===== config.mk =====
export PLATFORM = sky130hd
export DESIGN_NAME = hazard_ctrl
export DESIGN_NICKNAME = d
export VERILOG_FILES = /design/src/rtl/riscv_hazard_pkg.sv /design/src/rtl/hazard_scoreboard.sv /design/src/rtl/hazard_ctrl.sv
export SDC_FILE = /design/constraint.sdc
export NUM_CORES = 1
export LEC_CHECK = 0
export ABC_AREA = 1
export CORE_UTILIZATION = 38
export DETAILED_ROUTE_END_ITERATION = 7
export PLACE_DENSITY = 0.62
export SYNTH_ARGS = -nofsm -noshare
export SYNTH_HDL_FRONTEND = slang
export SYNTH_HIERARCHICAL = 1
export SYNTH_SLANG_ARGS = --single-unit

===== constraint.sdc =====
create_clock -name clk -period 2.8 [get_ports clk]
set_input_delay 0.7 -clock clk [delete_from_list [all_inputs] [get_ports clk]]
set_output_delay 0.7 -clock clk [all_outputs]
set_load 0.005 [all_outputs]

===== src/rtl/riscv_hazard_pkg.sv =====
`default_nettype none
// ============================================================================
//  Module      : riscv_hazard_pkg
//  Description : Shared types, forwarding-select codes and compare helpers
//                for the RV32I pipeline hazard controller.
//  Revision    : 1.0 - initial release
// ============================================================================
package riscv_hazard_pkg;

  localparam int SB_RD_W = 5;

  // EX operand source selects
  localparam logic [1:0] FWD_RF    = 2'b00;
  localparam logic [1:0] FWD_EXMEM = 2'b01;
  localparam logic [1:0] FWD_MEMWB = 2'b10;
  localparam logic [1:0] FWD_RET   = 2'b11;

  // One in-flight instruction as seen by the scoreboard
  typedef struct packed {
    logic               valid;
    logic [SB_RD_W-1:0] rd;
    logic               wr;
    logic               load;
  } sb_entry_t;

  // A source register depends on an entry only if that entry really writes a
  // non-zero register and the source is actually read.
  function automatic logic sb_match(input sb_entry_t          e,
                                    input logic [SB_RD_W-1:0] rs,
                                    input logic               use_rs);
    return e.valid && e.wr && (e.rd != '0) && (e.rd == rs) && use_rs;
  endfunction

  // Youngest producer wins: MEM stage, then WB, then the retired register.
  function automatic logic [1:0] fwd_pick(input logic [SB_RD_W-1:0] rs,
                                          input logic               use_rs,
                                          input sb_entry_t          mem_e,
                                          input sb_entry_t          wb_e,
                                          input sb_entry_t          ret_e);
    if (sb_match(mem_e, rs, use_rs))      return FWD_EXMEM;
    else if (sb_match(wb_e, rs, use_rs))  return FWD_MEMWB;
    else if (sb_match(ret_e, rs, use_rs)) return FWD_RET;
    return FWD_RF;
  endfunction

endpackage
`default_nettype wire


===== src/rtl/hazard_scoreboard.sv =====
`default_nettype none
// ============================================================================
//  Module      : hazard_scoreboard
//  Description : Shift register of in-flight destination registers
//                (EX -> MEM -> WB [-> RET]). With
//                HAZARD_CTRL_FORWARDING_EN defined, the RET entry and the
//                EX-stage source-register tracking are also kept.
//  Revision    : 1.0 - initial release
// ============================================================================
module hazard_scoreboard
  import riscv_hazard_pkg::*;
(
  input  logic               clk,
  input  logic               rst_n,
  input  sb_entry_t          push_entry,
  input  logic               bubble,
`ifdef HAZARD_CTRL_FORWARDING_EN
  input  logic [SB_RD_W-1:0] push_rs1,
  input  logic [SB_RD_W-1:0] push_rs2,
  input  logic               push_use_rs1,
  input  logic               push_use_rs2,
  output logic [SB_RD_W-1:0] ex_rs1,
  output logic [SB_RD_W-1:0] ex_rs2,
  output logic               ex_use_rs1,
  output logic               ex_use_rs2,
  output sb_entry_t          ret_entry,
`endif
  output sb_entry_t          ex_entry,
  output sb_entry_t          mem_entry,
  output sb_entry_t          wb_entry
);

  sb_entry_t r_ex;
  sb_entry_t r_mem;
  sb_entry_t r_wb;
  logic      w_push;

  // A bubble or an empty ID slot leaves EX empty
  assign w_push = push_entry.valid && !bubble;

  // Advance every entry one stage per clock
  always_ff @(posedge clk or negedge rst_n) begin
    if (!rst_n) begin
      r_ex  <= '0;
      r_mem <= '0;
      r_wb  <= '0;
    end else begin
      r_ex  <= w_push ? push_entry : '0;
      r_mem <= r_ex;
      r_wb  <= r_mem;
    end
  end

  assign ex_entry  = r_ex;
  assign mem_entry = r_mem;
  assign wb_entry  = r_wb;

`ifdef HAZARD_CTRL_FORWARDING_EN
  sb_entry_t          r_ret;
  logic [SB_RD_W-1:0] r_ex_rs1;
  logic [SB_RD_W-1:0] r_ex_rs2;
  logic               r_ex_use_rs1;
  logic               r_ex_use_rs2;

  // Retired-result slot and the EX instruction's source operands
  always_ff @(posedge clk or negedge rst_n) begin
    if (!rst_n) begin
      r_ret        <= '0;
      r_ex_rs1     <= '0;
      r_ex_rs2     <= '0;
      r_ex_use_rs1 <= 1'b0;
      r_ex_use_rs2 <= 1'b0;
    end else begin
      r_ret        <= r_wb;
      r_ex_rs1     <= w_push ? push_rs1 : '0;
      r_ex_rs2     <= w_push ? push_rs2 : '0;
      r_ex_use_rs1 <= w_push && push_use_rs1;
      r_ex_use_rs2 <= w_push && push_use_rs2;
    end
  end

  assign ret_entry  = r_ret;
  assign ex_rs1     = r_ex_rs1;
  assign ex_rs2     = r_ex_rs2;
  assign ex_use_rs1 = r_ex_use_rs1;
  assign ex_use_rs2 = r_ex_use_rs2;
`endif

endmodule
`default_nettype wire


===== src/rtl/hazard_ctrl.sv =====
`default_nettype none
// ============================================================================
//  Module      : hazard_ctrl
//  Description : Hazard controller for the 5-stage RV32I core. Generates
//                PC/IF-ID stall, ID-EX bubble and IF-ID flush, counts data
//                hazard stall cycles. Optional feature macro:
//                HAZARD_CTRL_FORWARDING_EN (EX forwarding selects plus
//                load-use-only interlock; full EX/MEM/WB interlock otherwise).
//  Revision    : 1.0 - initial release
// ============================================================================
module hazard_ctrl
  import riscv_hazard_pkg::*;
#(
  parameter int REG_AW = 5,
  parameter int CNT_W  = 16
) (
  input  logic              clk,
  input  logic              rst_n,
  input  logic              id_valid,
  input  logic [REG_AW-1:0] id_rs1,
  input  logic [REG_AW-1:0] id_rs2,
  input  logic              id_use_rs1,
  input  logic              id_use_rs2,
  input  logic [REG_AW-1:0] id_rd,
  input  logic              id_wr_en,
  input  logic              id_is_load,
  input  logic              ex_branch_taken,
  output logic              stall_if_id,
  output logic              bubble_ex,
  output logic              flush_if_id,
  output logic [1:0]        fwd_a_sel,
  output logic [1:0]        fwd_b_sel,
  output logic [CNT_W-1:0]  stall_cnt
);

  sb_entry_t        w_push;
  sb_entry_t        w_ex;
  sb_entry_t        w_mem;
  sb_entry_t        w_wb;
  logic             w_hazard;
  logic             w_branch;
  logic [CNT_W-1:0] r_stall_cnt;

  assign w_push = '{valid: id_valid, rd: id_rd, wr: id_wr_en, load: id_is_load};

`ifdef HAZARD_CTRL_FORWARDING_EN
  sb_entry_t          w_ret;
  logic [SB_RD_W-1:0] w_ex_rs1;
  logic [SB_RD_W-1:0] w_ex_rs2;
  logic               w_ex_use_rs1;
  logic               w_ex_use_rs2;
  logic               w_unused;
`else
  logic               w_unused;
`endif

  hazard_scoreboard u_scoreboard (
    .clk          (clk),
    .rst_n        (rst_n),
    .push_entry   (w_push),
    .bubble       (bubble_ex),
`ifdef HAZARD_CTRL_FORWARDING_EN
    .push_rs1     (id_rs1),
    .push_rs2     (id_rs2),
    .push_use_rs1 (id_use_rs1),
    .push_use_rs2 (id_use_rs2),
    .ex_rs1       (w_ex_rs1),
    .ex_rs2       (w_ex_rs2),
    .ex_use_rs1   (w_ex_use_rs1),
    .ex_use_rs2   (w_ex_use_rs2),
    .ret_entry    (w_ret),
`endif
    .ex_entry     (w_ex),
    .mem_entry    (w_mem),
    .wb_entry     (w_wb)
  );

  // Data hazard detection for the instruction sitting in ID
  always_comb begin
    w_hazard = 1'b0;
`ifdef HAZARD_CTRL_FORWARDING_EN
    // Only a load in EX cannot be forwarded in time
    w_hazard = id_valid && w_ex.load &&
               (sb_match(w_ex, id_rs1, id_use_rs1) ||
                sb_match(w_ex, id_rs2, id_use_rs2));
`else
    // Register bank is read-before-write, so anything up to WB interlocks
    w_hazard = id_valid &&
               (sb_match(w_ex,  id_rs1, id_use_rs1) || sb_match(w_ex,  id_rs2, id_use_rs2) ||
                sb_match(w_mem, id_rs1, id_use_rs1) || sb_match(w_mem, id_rs2, id_use_rs2) ||
                sb_match(w_wb,  id_rs1, id_use_rs1) || sb_match(w_wb,  id_rs2, id_use_rs2));
`endif
  end

  // A taken branch only counts if a real instruction occupies EX
  assign w_branch    = ex_branch_taken && w_ex.valid;
  assign flush_if_id = w_branch;
  assign bubble_ex   = w_branch || w_hazard;
  assign stall_if_id = w_hazard && !w_branch;

  // EX operand forwarding selects
  always_comb begin
    fwd_a_sel = FWD_RF;
    fwd_b_sel = FWD_RF;
`ifdef HAZARD_CTRL_FORWARDING_EN
    if (w_ex.valid) begin
      fwd_a_sel = fwd_pick(w_ex_rs1, w_ex_use_rs1, w_mem, w_wb, w_ret);
      fwd_b_sel = fwd_pick(w_ex_rs2, w_ex_use_rs2, w_mem, w_wb, w_ret);
    end
`endif
  end

`ifdef HAZARD_CTRL_FORWARDING_EN
  assign w_unused = &{1'b0, w_mem.load, w_wb.load, w_ret.load};
`else
  assign w_unused = &{1'b0, w_ex.load, w_mem.load, w_wb.load};
`endif

  // Saturating count of cycles lost to data-hazard stalls
  always_ff @(posedge clk or negedge rst_n) begin
    if (!rst_n) begin
      r_stall_cnt <= '0;
    end else if (stall_if_id && (r_stall_cnt != {CNT_W{1'b1}})) begin
      r_stall_cnt <= r_stall_cnt + {{(CNT_W-1){1'b0}}, 1'b1};
    end
  end

  assign stall_cnt = r_stall_cnt;

endmodule
`default_nettype wire


==> metrics.md <==
| Metric | Value |
|---|---|
| Power per standard cell area | 400 nW/um^2 |
| Die width | 78.2 um |
| Mapped Area | 2210 sq um |
| Clock H-tree levels | 2 |
| Reg-to-Reg Start | stall_cnt[0] |
| Routed vias/inst | 4.61 |
| Register Area | 926 sq um |
| Hold buffer count at CTS | 0 |
| CTS tree | built |
| Final worst path period need | 2.67 ns |
| Clk sinks | 37 |
| R2R cell count | 8 |
| WP data required | 2.10 ns |
| Setup TNS | 0 ns |
| Overall power | 1.09 mW |
| Hold Path Depth | 0 |
| Placed Cells incl. Taps | 384 |
| Slew @ Worst Pin | 0.830 ns |
| Post-CTS setup buffers | 0 |
| Hold violation count in the final report | 0 |
| P_leak | 1.41 nW |
| Unrepaired setup endpoints after global routing | false |
| Worst slack at placement | -0.568 ns |
| First-pass GRT wire length | 8470 um |
| Vias in the first global route | 1761 |
| Initial Util | 39.8% |
| Filler cell count | 566 |
| Reg2reg setup slack | 0.84 ns |
| GRT Total Usage | 18.2% |
| Synth warn | 6 |
| Status | finished clean |
| Routed Antenna Nets | 0 |
| Max Root-Sink Buffers | 2 |
| Layout cells sized above 1 | 12.8% |
| ANT cells | 0 |
| Overall routed net length | 4910 um |
| Crit. End Element | output port |
| Cell Count, Final, Fillers Out | 392 |
| Root buf cell | clkbuf_8 |
| DR DRC count | 0 |
| Total number of vias | 1806 |
| Post-Syn Instances | 273 |
| Clock-pin slew on the worst setup and hold paths | 0.08 ns |
| Slew HR | 44.7% |
| Nets@finish | 343 |
| Synth-to-Final Area Change | 23.3% |
| # IOs | 46 |
| Critical path class | in2out |
| Leading cell type in the layout, fill and taps excluded | nand2_1 |
| Starting DRT DRC Count | 129 |
| Largest net degree at the start of global routing | 38 |
| Max Cap Viol | 0 |
| Core Rows | 27 |
| R2R Path End | stall_cnt[7] |
| Worst vdd ir | 0.209 mV |
| CP Data Arrival Time | 1.97 ns |
| HP Start | u_scoreboard/mem_entry[1] |
| Final WS setup | 0.128 ns |
| Grt total ovfl | 0 |
| Wire per inst | 12.5 um |
| Die Outline Area | 6120 sq um |
| RePlAce Congestion | 0.817 |
| Finish-stage setup viols | 0 |
| Layout Utilization | 49.1% |
| Tightest Hold Check Type | reg2reg |
| Synthesized area per cell | 8.08 sq um |
| Multi-input logic area | 1130 sq um |
| Min-Delay Endpoint | u_scoreboard/wb_entry[1] |
| Fmax | 0.374 GHz |
| Die Y | 78.2 um |
| Final Max Slew Viols | 0 |
| Element type at the critical path start | input port |
| Final Cycle Share | 95.4% |
| Core ar. | 5540 sq um |
| Clock Skew | 0.0110 ns |
| Clock Latency Late Sink | 0.29 ns |
| Critical path peak fanout | 3 |
| Drt pass-1 iters | 4 |
| Commonest non-fill, non-tap cells in the layout | nand2_1 (79), dfrtp_1 (37), nor2_1 (33), clkdlybuf4s50_1 (27), inv_1 (25) |
| Initial antenna violation count | 0 |
| IO buf count | 40 |
| Dpl hpwl | 3510 um |
| CTS Buf Count | 5 |
==> critical path, stage by stage <==
cell and delay (ns):
dlygate4sd2_1 0.28, xor2_1 0.17, nor2_1 0.10, nand3_1 0.10, nand3_2 0.09, nand2_2 0.07
a21oi_4 0.15, inv_2 0.06, nand2_2 0.06, clkdlybuf4s15_2 0.20
==> flip-flops by register name, summed over array words and instances, names as in the netlist <==
| register | cells |
|---|---|
| stall_cnt | 16 |
| u_scoreboard/ex_entry | 7 |
| u_scoreboard/mem_entry | 7 |
| u_scoreboard/wb_entry | 7 |
==> metrics by stage <==
stage / hold slack (ns) / instance area [sq um]
3_5_place_dp: 0.360 / 2670
5_1_grt: 0.386 / 2720
4_1_cts: 0.368 / 2750
3_3_place_gp: 0.356 / 2670
2_1_floorplan: 0.354 / 2220
6_report: 0.372 / 2720
==> area by class of cell <==
class	instances	area share, %
multi-input combinational	201	41.4
clock buffer	5	2.53
tap	72	3.31
sequential	37	34.0
inverter	30	4.14
clock inverter	3	0.644
timing repair buffer	44	14.0
==> how the worst max path moves through the flow <==
stage	startpoint	end
after floorplan	id_rs2[1]	stall_if_id
after global placement	id_rs2[0]	stall_if_id
after detailed placement	id_rs1[0]	bubble_ex
after CTS	id_rs2[0]	bubble_ex
after global routing	id_rs2[2]	bubble_ex
final	id_rs2[4]	bubble_ex
==> what timing repair did <==
item,in CTS,in global routing
endpoints found under the setup margin,2,2
pin swaps,4,8
endpoints found under the hold margin,0,0
gates resized for setup,18,20
==> per-layer routing <==
layer	track usage, %	wire, um	vias to the layer above
li1	-	-	933
met1	24.9	2490	829
met2	27.9	2130	39
met3	3.84	221	5
met4	7.22	65	0
met5	0	0	-
==> power breakdown <==
group	total [mW]	internal (mW)	switching [mW]
clock	0.374	0.172	0.202
sequential	0.578	0.554	0.0240
combinational	0.136	0.0643	0.0720
Note: power is estimated with default switching activity, not from simulation.
